### src/rtl/uart_pkg.sv
// Shared definitions for the UART command link: parser states, framing
// constants, command codes and the running checksum step.
package uart_pkg;

  typedef enum logic [2:0] {
    ST_IDLE,
    ST_CMD,
    ST_LEN,
    ST_PAYLOAD,
    ST_CHECK,
    ST_HOLD
  } parser_state_t;

  localparam logic [7:0] DEFAULT_START_BYTE = 8'hAA;

  localparam logic [7:0] CMD_STOP       = 8'h00;
  localparam logic [7:0] CMD_GOTO_TABLE = 8'h01;
  localparam logic [7:0] CMD_SPEED      = 8'h02;

  function automatic logic [7:0] chk_xor(input logic [7:0] acc, input logic [7:0] data);
    return acc ^ data;
  endfunction

endpackage

### src/rtl/byte_timeout_timer.sv
// Inter-byte idle timer: counts clocks while enabled and flags expiry
// after TIMEOUT_CLKS-1 clocks without a restart.
module byte_timeout_timer #(
  parameter int TIMEOUT_CLKS = 4340
) (
  input  logic clk,
  input  logic rst,
  input  logic restart,
  input  logic enable,
  output logic expired
);

  localparam int W = (TIMEOUT_CLKS > 2) ? $clog2(TIMEOUT_CLKS) : 1;
  localparam logic [W-1:0] LAST = W'(TIMEOUT_CLKS - 1);

  logic [W-1:0] count_reg;

  assign expired = enable && (count_reg == LAST);

  always_ff @(posedge clk or negedge rst) begin
    if (!rst) begin
      count_reg <= '0;
    end else if (!enable || restart) begin
      count_reg <= '0;
    end else if (count_reg != LAST) begin
      count_reg <= count_reg + 1'b1;
    end
  end

endmodule

### src/rtl/uart_cmd_parser.sv
// Frames received UART bytes into START/CMD/LEN/PAYLOAD/CHK packets and
// hands checksum-valid commands downstream over valid/ready.
module uart_cmd_parser
  import uart_pkg::*;
#(
  parameter logic [7:0] START_BYTE   = DEFAULT_START_BYTE,
  parameter int         MAX_PAYLOAD  = 4,
  parameter int         TIMEOUT_CLKS = 4340
) (
  input  logic                     clk,
  input  logic                     rst,
  input  logic [7:0]               byte_in,
  input  logic                     byte_valid,
  input  logic                     parity_err,
  output logic [7:0]               cmd_out,
  output logic [3:0]               len_out,
  output logic [8*MAX_PAYLOAD-1:0] payload_out,
  output logic                     cmd_valid,
  input  logic                     cmd_ready,
  output logic [7:0]               err_count,
  output logic                     overrun
);

  parser_state_t state_reg, state_next;
  logic [7:0] cmd_reg, acc_reg, err_reg;
  logic [3:0] len_reg, idx_reg;
  logic       overrun_reg;
  logic       err_pulse, overrun_set, start_frame, latch_cmd, latch_len, store_byte, acc_update;
  logic       in_frame, timer_expired;

  assign in_frame = state_reg inside {ST_CMD, ST_LEN, ST_PAYLOAD, ST_CHECK};

  byte_timeout_timer #(.TIMEOUT_CLKS(TIMEOUT_CLKS)) u_timer (
    .clk     (clk),
    .rst     (rst),
    .restart (byte_valid),
    .enable  (in_frame),
    .expired (timer_expired)
  );

  always_ff @(posedge clk or negedge rst) begin
    if (!rst) state_reg <= ST_IDLE;
    else      state_reg <= state_next;
  end

  always_comb begin
    state_next  = state_reg;
    err_pulse   = 1'b0;
    overrun_set = 1'b0;
    start_frame = 1'b0;
    latch_cmd   = 1'b0;
    latch_len   = 1'b0;
    store_byte  = 1'b0;
    acc_update  = 1'b0;
    case (state_reg)
      ST_IDLE: begin
        if (byte_valid && !parity_err && byte_in == START_BYTE) begin
          state_next  = ST_CMD;
          start_frame = 1'b1;
        end
      end
      ST_HOLD: begin
        // Any byte here is lost, including one arriving in the handshake cycle.
        if (byte_valid) overrun_set = 1'b1;
        if (cmd_ready)  state_next  = ST_IDLE;
      end
      default: begin
        if (byte_valid && parity_err) begin
          err_pulse  = 1'b1;
          state_next = ST_IDLE;
        end else if (byte_valid) begin
          case (state_reg)
            ST_CMD: begin
              latch_cmd  = 1'b1;
              acc_update = 1'b1;
              state_next = ST_LEN;
            end
            ST_LEN: begin
              if (byte_in > 8'(MAX_PAYLOAD)) begin
                err_pulse  = 1'b1;
                state_next = ST_IDLE;
              end else begin
                latch_len  = 1'b1;
                acc_update = 1'b1;
                state_next = (byte_in == 8'd0) ? ST_CHECK : ST_PAYLOAD;
              end
            end
            ST_PAYLOAD: begin
              store_byte = 1'b1;
              acc_update = 1'b1;
              if (idx_reg == len_reg - 4'd1) state_next = ST_CHECK;
            end
            ST_CHECK: begin
              if (byte_in == acc_reg) begin
                state_next = ST_HOLD;
              end else begin
                err_pulse  = 1'b1;
                state_next = ST_IDLE;
              end
            end
            default: state_next = ST_IDLE;
          endcase
        end else if (timer_expired) begin
          err_pulse  = 1'b1;
          state_next = ST_IDLE;
        end
      end
    endcase
  end

  always_ff @(posedge clk or negedge rst) begin
    if (!rst) begin
      cmd_reg     <= '0;
      len_reg     <= '0;
      idx_reg     <= '0;
      acc_reg     <= '0;
      err_reg     <= '0;
      overrun_reg <= 1'b0;
    end else begin
      if (start_frame)     acc_reg <= '0;
      else if (acc_update) acc_reg <= chk_xor(acc_reg, byte_in);
      if (latch_cmd) cmd_reg <= byte_in;
      if (latch_len) begin
        len_reg <= byte_in[3:0];
        idx_reg <= '0;
      end else if (store_byte) begin
        idx_reg <= idx_reg + 4'd1;
      end
      if (err_pulse && err_reg != 8'hFF) err_reg <= err_reg + 8'd1;
      if (overrun_set) overrun_reg <= 1'b1;
    end
  end

  // Every payload byte is cleared at frame start so unused slots read zero.
  for (genvar gi = 0; gi < MAX_PAYLOAD; gi++) begin : g_payload
    logic [7:0] byte_reg;
    always_ff @(posedge clk or negedge rst) begin
      if (!rst)                                  byte_reg <= '0;
      else if (start_frame)                      byte_reg <= '0;
      else if (store_byte && idx_reg == 4'(gi))  byte_reg <= byte_in;
    end
    assign payload_out[8*gi +: 8] = byte_reg;
  end

  assign cmd_out   = cmd_reg;
  assign len_out   = len_reg;
  assign cmd_valid = (state_reg == ST_HOLD);
  assign err_count = err_reg;
  assign overrun   = overrun_reg;

endmodule

### config.mk
export PLATFORM = sky130hd
export DESIGN_NAME = uart_cmd_parser
export DESIGN_NICKNAME = d
export VERILOG_FILES = /design/src/rtl/uart_pkg.sv /design/src/rtl/byte_timeout_timer.sv /design/src/rtl/uart_cmd_parser.sv
export SDC_FILE = /design/constraint.sdc
export NUM_CORES = 1
export LEC_CHECK = 0
export ABC_CLOCK_PERIOD_IN_PS = 2300
export BUFFER_PORTS_ARGS = -buffer_cell sky130_fd_sc_hd__buf_2
export CORE_ASPECT_RATIO = 0.5
export CORE_MARGIN = 5
export CORE_UTILIZATION = 56
export CTS_CLUSTER_DIAMETER = 60
export DETAILED_ROUTE_END_ITERATION = 10
export PLACE_DENSITY = 0.79
export REMOVE_ABC_BUFFERS = 1
export SLEW_MARGIN = 10
export SYNTH_ARGS = -nofsm -noshare
export SYNTH_HDL_FRONTEND = slang
export SYNTH_SLANG_ARGS = --single-unit
export TNS_END_PERCENT = 10
### constraint.sdc
create_clock -name clk -period 2.3 [get_ports clk]
set_input_delay 0.23 -clock clk [delete_from_list [all_inputs] [get_ports clk]]
set_output_delay 0.23 -clock clk [all_outputs]
set_load 0.01 [all_outputs]
Yosys cells after proc, flatten, opt, wreduce, memory -nomap -nowiden

Index checks and enable logic that the tools add are counted.

Latch bits: 0
Bits in writable memories: 0
Register bits: 81
Word-level logic and storage cells: 115
Output and inout port bits: 54
Memories: 0
Memory bits (read-only): 0
Input port bits: 13

Multiply operators: 0
Magnitude comparators: 1
Multiplexer cells: 53
Reduce and logical (&&, ||, !) cells: 27
$add $sub $neg: 4
Bitwise logic cells: 1
Eq/ne operators: 17
Divide/modulo/power cells: 0
Shift operators: 0

Operators by type and width:

| kind                                                          | number |
|---|---|
| two-way mux 8 bit                                             | 10 |
| two-way mux 3 bit                                             | 9 |
| two-way mux 1 bit                                             | 26 |
| two-way mux 13 bit                                            | 2 |
| nonzero test 2 bit                                            | 7 |
| adder 13 x 1 -> 13 bit, second input constant                 | 1 |
| == test 13 bit, second input constant                         | 1 |
| inequality test 13 bit, second input constant                 | 1 |
| case mux 3 bit (4 select lines)                               | 1 |
| logical AND 1 bit                                             | 9 |
| adder 8 x 1 -> 8 bit, second input constant                   | 1 |
| == test 4 x 2 -> 1 bit, second input constant                 | 2 |
| == test 8 bit                                                 | 1 |
| == test 8 bit, second input constant                          | 1 |
| greater-than comparator 8 x 3 -> 1 bit, second input constant | 1 |
| logical NOT 8 bit                                             | 1 |
| two-way mux 4 bit                                             | 2 |
| inequality test 8 bit, second input constant                  | 1 |
| bitwise XOR 8 bit                                             | 1 |
| == test 3 x 2 -> 1 bit, second input constant                 | 2 |
| == test 3 bit, second input constant                          | 2 |
| inequality test 6 x 3 -> 1 bit, second input constant         | 1 |
| case mux 3 bit (2 select lines)                               | 1 |
| nonzero test 5 bit                                            | 1 |
| other kinds (15)                                              | 18 |

Longest topological paths before layout

Depth in word-level cells: 8
Depth in mapped cells: 8
Mapped depth without buffers: 7

Cells and area by module

From an unflattened synthesis, not the netlist that was laid out.

Cell total of the unflattened synthesis: 397
Area, all modules: 4036.4 µm²

By module, submodules not included:

| module             | seq. area each (µm²) | times used | cells each | area each (µm²) |
|---|---|---|---|---|
| uart_cmd_parser    | 1701.6               | 1          | 327        | 3328.2 |
| byte_timeout_timer | 325.3                | 1          | 70         | 708.2 |

Worst setup path after synthesis

Ideal clock, no wire load.

Path kind: input -> register
From: input port byte_in[3]
To: register err_reg[1] (netlist: err_count[1])
Buffers on the path: 1
Stages: 6
Arrival: 1.879 ns
Path slack: 0.296 ns
Library setup time: 0.125 ns
Required time: 2.175 ns
Cells stage by stage: buf_6 > or4_4 > o41ai_4 > o211ai_4 > and3_4 > mux2_4

Cells in the longest elaborated chain, start to end: 7
Elaborated cells on any way between the ends: 9
Classes of those cells: order compare (1); eq/ne (1); mux (6); reduce/logical (1)

RTL lines:

| element                                                                        | line                                         | RTL |
|---|---|---|
| start, declared                                                                | uart_cmd_parser.sv:12                        | `input logic [7:0] byte_in,` |
| greater-than comparator 8 x 3 -> 1 bit / == test 8 bit (equally long branches) | uart_cmd_parser.sv:79, uart_cmd_parser.sv:94 |  |
| two-way mux 1 bit (on tied branches)                                           | uart_cmd_parser.sv:79, uart_cmd_parser.sv:94 |  |
| case mux 1 bit (2 select lines) (*)                                            | uart_cmd_parser.sv:72                        | `case (state_reg)` |
| two-way mux 1 bit (*)                                                          | uart_cmd_parser.sv:71                        | `end else if (byte_valid) begin` |
| two-way mux 1 bit (*)                                                          | uart_cmd_parser.sv:68                        | `if (byte_valid && parity_err) begin` |
| two-way mux 1 bit (*)                                                          | uart_cmd_parser.sv:55                        | `case (state_reg)` |
| logical AND 1 bit (*)                                                          | uart_cmd_parser.sv:129                       | `if (err_pulse && err_reg != 8'hFF) err_reg <= err_reg + 8'd1;` |
| end signal, assigned                                                           | uart_cmd_parser.sv:129                       |  |
| end, declared                                                                  | uart_cmd_parser.sv:25                        | `logic [7:0] cmd_reg, acc_reg, err_reg;` |

Every way passes the cells marked *; elsewhere a longest branch is shown, timed or not.
A chain may end at the register's enable or synchronous reset.

Final worst setup path

From: register u_timer.count_reg[0]
To: register err_reg[1] (netlist: err_count[1])

Cells in the longest elaborated chain, start to end: 7

RTL lines:

| element                | line                     | RTL |
|---|---|---|
| start, declared        | byte_timeout_timer.sv:16 | `logic [W-1:0] count_reg;` |
| start signal, assigned | byte_timeout_timer.sv:26 | `count_reg <= count_reg + 1'b1;` |
| == test 13 bit         | byte_timeout_timer.sv:18 | `assign expired = enable && (count_reg == LAST);` |
| logical AND 1 bit      | byte_timeout_timer.sv:18 |  |
| two-way mux 1 bit      | uart_cmd_parser.sv:103   | `end else if (timer_expired) begin` |
| two-way mux 1 bit      | uart_cmd_parser.sv:71    |  |
| two-way mux 1 bit      | uart_cmd_parser.sv:68    |  |
| two-way mux 1 bit      | uart_cmd_parser.sv:55    |  |
| logical AND 1 bit      | uart_cmd_parser.sv:129   |  |

No other way between the ends.

==> impl_metrics.csv <==
group,metric,value,unit
final_layout,layout.nets,494,
sta,fin_crit,2120,ps
synthesis,synth_cells,403,
setup_path,arrival,2350,ps
synthesis,yosys_warnings,0,
routing,wire_per_inst,16.1,microns
synthesis,yosys.cell_types.count,49,
clock_tree,cts_buffers,9,
routing,first_pass_iters,5,
placed_design,hpwlAfterDp,6510,microns
sta,tightest_slew,457,ps
sta,slew_headroom,0.695,
grt,grt_max_degree,39,
power_and_ir_drop,powerDensity,1010,nW/um^2
die,start_util,0.589,
power_and_ir_drop,p_int,3.17,mW
clock_tree,cts_hold_buf,1,
die,die_w,130,microns
clock_tree,clk_latency,340,ps
final_layout,largest_reg_flops,32,
clock_tree,clock_sinks,81,
clock_tree,cts_tree,"yes",
power_and_ir_drop,combPwrFrac,0.289,
sta,final.setup.tns,0,ps
placed_design,port_buffers,66,
clock_tree,clk_pin_slew,60,ps
final_layout,drive_gt1_frac,0.234,
routing,avgViaCountPerCell,5.67,
power_and_ir_drop,swShare,0.336,
sta,layout_setup_ws,180,ps
final_layout,final_area,4740,sq um
run_status,run_status,"completed",
final_layout,antenna_cells,0,
sta,whs,216,ps
power_and_ir_drop,vdd_drop_max,531,uV
power_and_ir_drop,clockPowerShare,0.277,
synthesis,ys_seq_area_frac,0.506,
synthesis,synth-main-ff-cell,"dfrtp_1",
power_and_ir_drop,p_seq_frac,0.434,
power_and_ir_drop,p_leak,2.27,nW
final_layout,area_delta_synth_final,18.3,%
clock_tree,cts_setup_buffers,0,
sta,setup_viol,0,
sta,min_period_over_period,0.922,
synthesis,synth_edf_count,0,
placed_design,place_area,4460,sq um
die,die-area,9050,sq um
die,fp.coreArea,6810,sq um
routing,drtIter0Drc,261,
setup_path,critical_path_class,"flip-flop to flip-flop",
setup_path,cp_max_fo,7,
clock_tree,cts-root-buf,"clkbuf_16",
clock_tree,postCtsResizedCells,0,
sta,fmax,472,MHz
grt,antenna_found_initial,0,
clock_tree,cts_max_level,3,
grt,grt_remaining_overflow,0,
min_path,min_path_type,"primary input to flip-flop",
grt,grt_use_total,0.215,
synthesis,avgSynthCellArea,9.94,sq um
sta,rsz0062_at_grt,"no",
power_and_ir_drop,totalPowerFinal,4.77,mW
routing,via_count,3239,
routing,drc_errors,0,
sta,drv_slew,0,
power_and_ir_drop,switchingPower,1.60,mW
die,die_h,69.8,microns
setup_path,startpoint_type,"flip-flop",
setup_path,worstPathRequired,2530,ps
placed_design,routabilityCongestion,0.859,
grt,grt_first_pass_wirelength,15300,microns
flow_run,drv_cap,0,
synthesis,synth-seq-cells,81,
sta,skew,8.84,ps
routing,ant_nets,0,
placed_design,place_ws,202,ps
routing,routed_wl,9190,microns
grt,grt_pass1_vias,3037,
die,core.rowCount,21,
die,pin_count,67,
setup_path,endpoint_kind,"flip-flop",
synthesis,syn_area,4010,sq um
clock_tree,clock_path_buffers,2,
synthesis,synthArstFlopShare,1.00,
sta,hold_viol_final,0,
-- power groups by stage --
stage	combinational [mW]	clock, mW	sequential [mW]
2_1_floorplan	0.766	0	2.14
3_3_place_gp	1.33	0	2.07
3_5_place_dp	1.37	0	2.08
4_1_cts	1.39	1.35	2.07
5_1_grt	1.52	1.41	2.12
6_report	1.38	1.32	2.07
-- critical path, cell delays in order (launching register included) --
cell and delay, ps:
dfrtp_1 400, ha_1 220, nor4bb_1 280, nand3_1 240, o211ai_4 310, and3_4 260
mux2_4 290
-- cell type report --
| cell class | instances | area (sq um) |
|---|---|---|
| well taps | 92 | 115 |
| multi-input cells | 291 | 1840 |
| clock buffers | 12 | 246 |
| repair buffers | 80 | 440 |
| flip-flops and latches | 81 | 2030 |
| inverters | 11 | 41.3 |
| fillers | 533 | 2060 |
| clock inverters | 4 | 28.8 |
-- placed cells by master, fill, tap and decap left out, types with 2 or more instances in the layout --
cell and instances:
nand2b_1 4, nor2_1 29, clkbuf_1 2, a211o_1 4
xnor2_1 23, xor2_1 11, o21ai_0 25, and3_1 6
a22o_1 4, nor3b_1 9, clkinvlp_4 2, mux2_2 6
a31oi_1 2, clkbuf_16 9, inv_1 11, mux2i_1 4
nor2b_1 3, buf_2 65, nand2_1 41, a21oi_1 24
buf_4 14, nand4_1 9, ha_1 7, dfrtp_1 81
nor3_2 2, nand3_1 47, or3_1 2, nor3b_2 2
and2_1 2, nor3_1 3, o21a_1 3
-- worst paths after layout --
check / start / to / slack [ps] / cells past startpoint
worst min register to register: overrun / overrun / 470 / 1
min in group asynchronous: rst / overrun / 370 / 2
worst max-delay path: u_timer.count_reg[0] / err_count[1] / 180 / 6
worst min-delay path: byte_in[0] / len_out[0] / 220 / 3
max in group asynchronous: rst / err_count[3] / 1280 / 3
worst max register to register: u_timer.count_reg[0] / err_count[1] / 180 / 6
-- layer usage --
metal	GRT usage	routed length, microns	vias to the layer above
li1	-	-	1551
met1	0.297	4150	1556
met2	0.323	4230	119
met3	0.0646	667	13
met4	0.0714	144	0
met5	0	0	-
-- kinds of logic after synthesis --
logic type      Yosys count  synth area share
flops                    81             0.506
simple gates            168             0.218
mux                      11            0.0306
buf+inv                  31            0.0359
fa+ha+maj                 7            0.0219
xor+xnor                 34            0.0743
compound gates           71             0.113
-- synthesized netlist by cell type (7+ instances only) --
library cell / instances / area share
xnor2_1: 23 / 0.050
nor3b_1: 9 / 0.017
xor2_1: 11 / 0.024
nand4_1: 9 / 0.014
inv_1: 11 / 0.010
clkbuf_1: 12 / 0.011
a21oi_1: 24 / 0.030
ha_1: 7 / 0.022
o21ai_0: 25 / 0.031
nor2_1: 29 / 0.027
nand2_1: 41 / 0.038
dfrtp_1: 81 / 0.51
nand3_1: 47 / 0.059
-- stage by stage --
step / std cells / utilization
after floorplan: 383 / -
after global placement: 554 / 0.655
after detailed placement: 554 / 0.655
after CTS: 571 / 0.697
after global routing: 571 / 0.697
final: 571 / 0.697
Power figures use the tool's default switching activity.
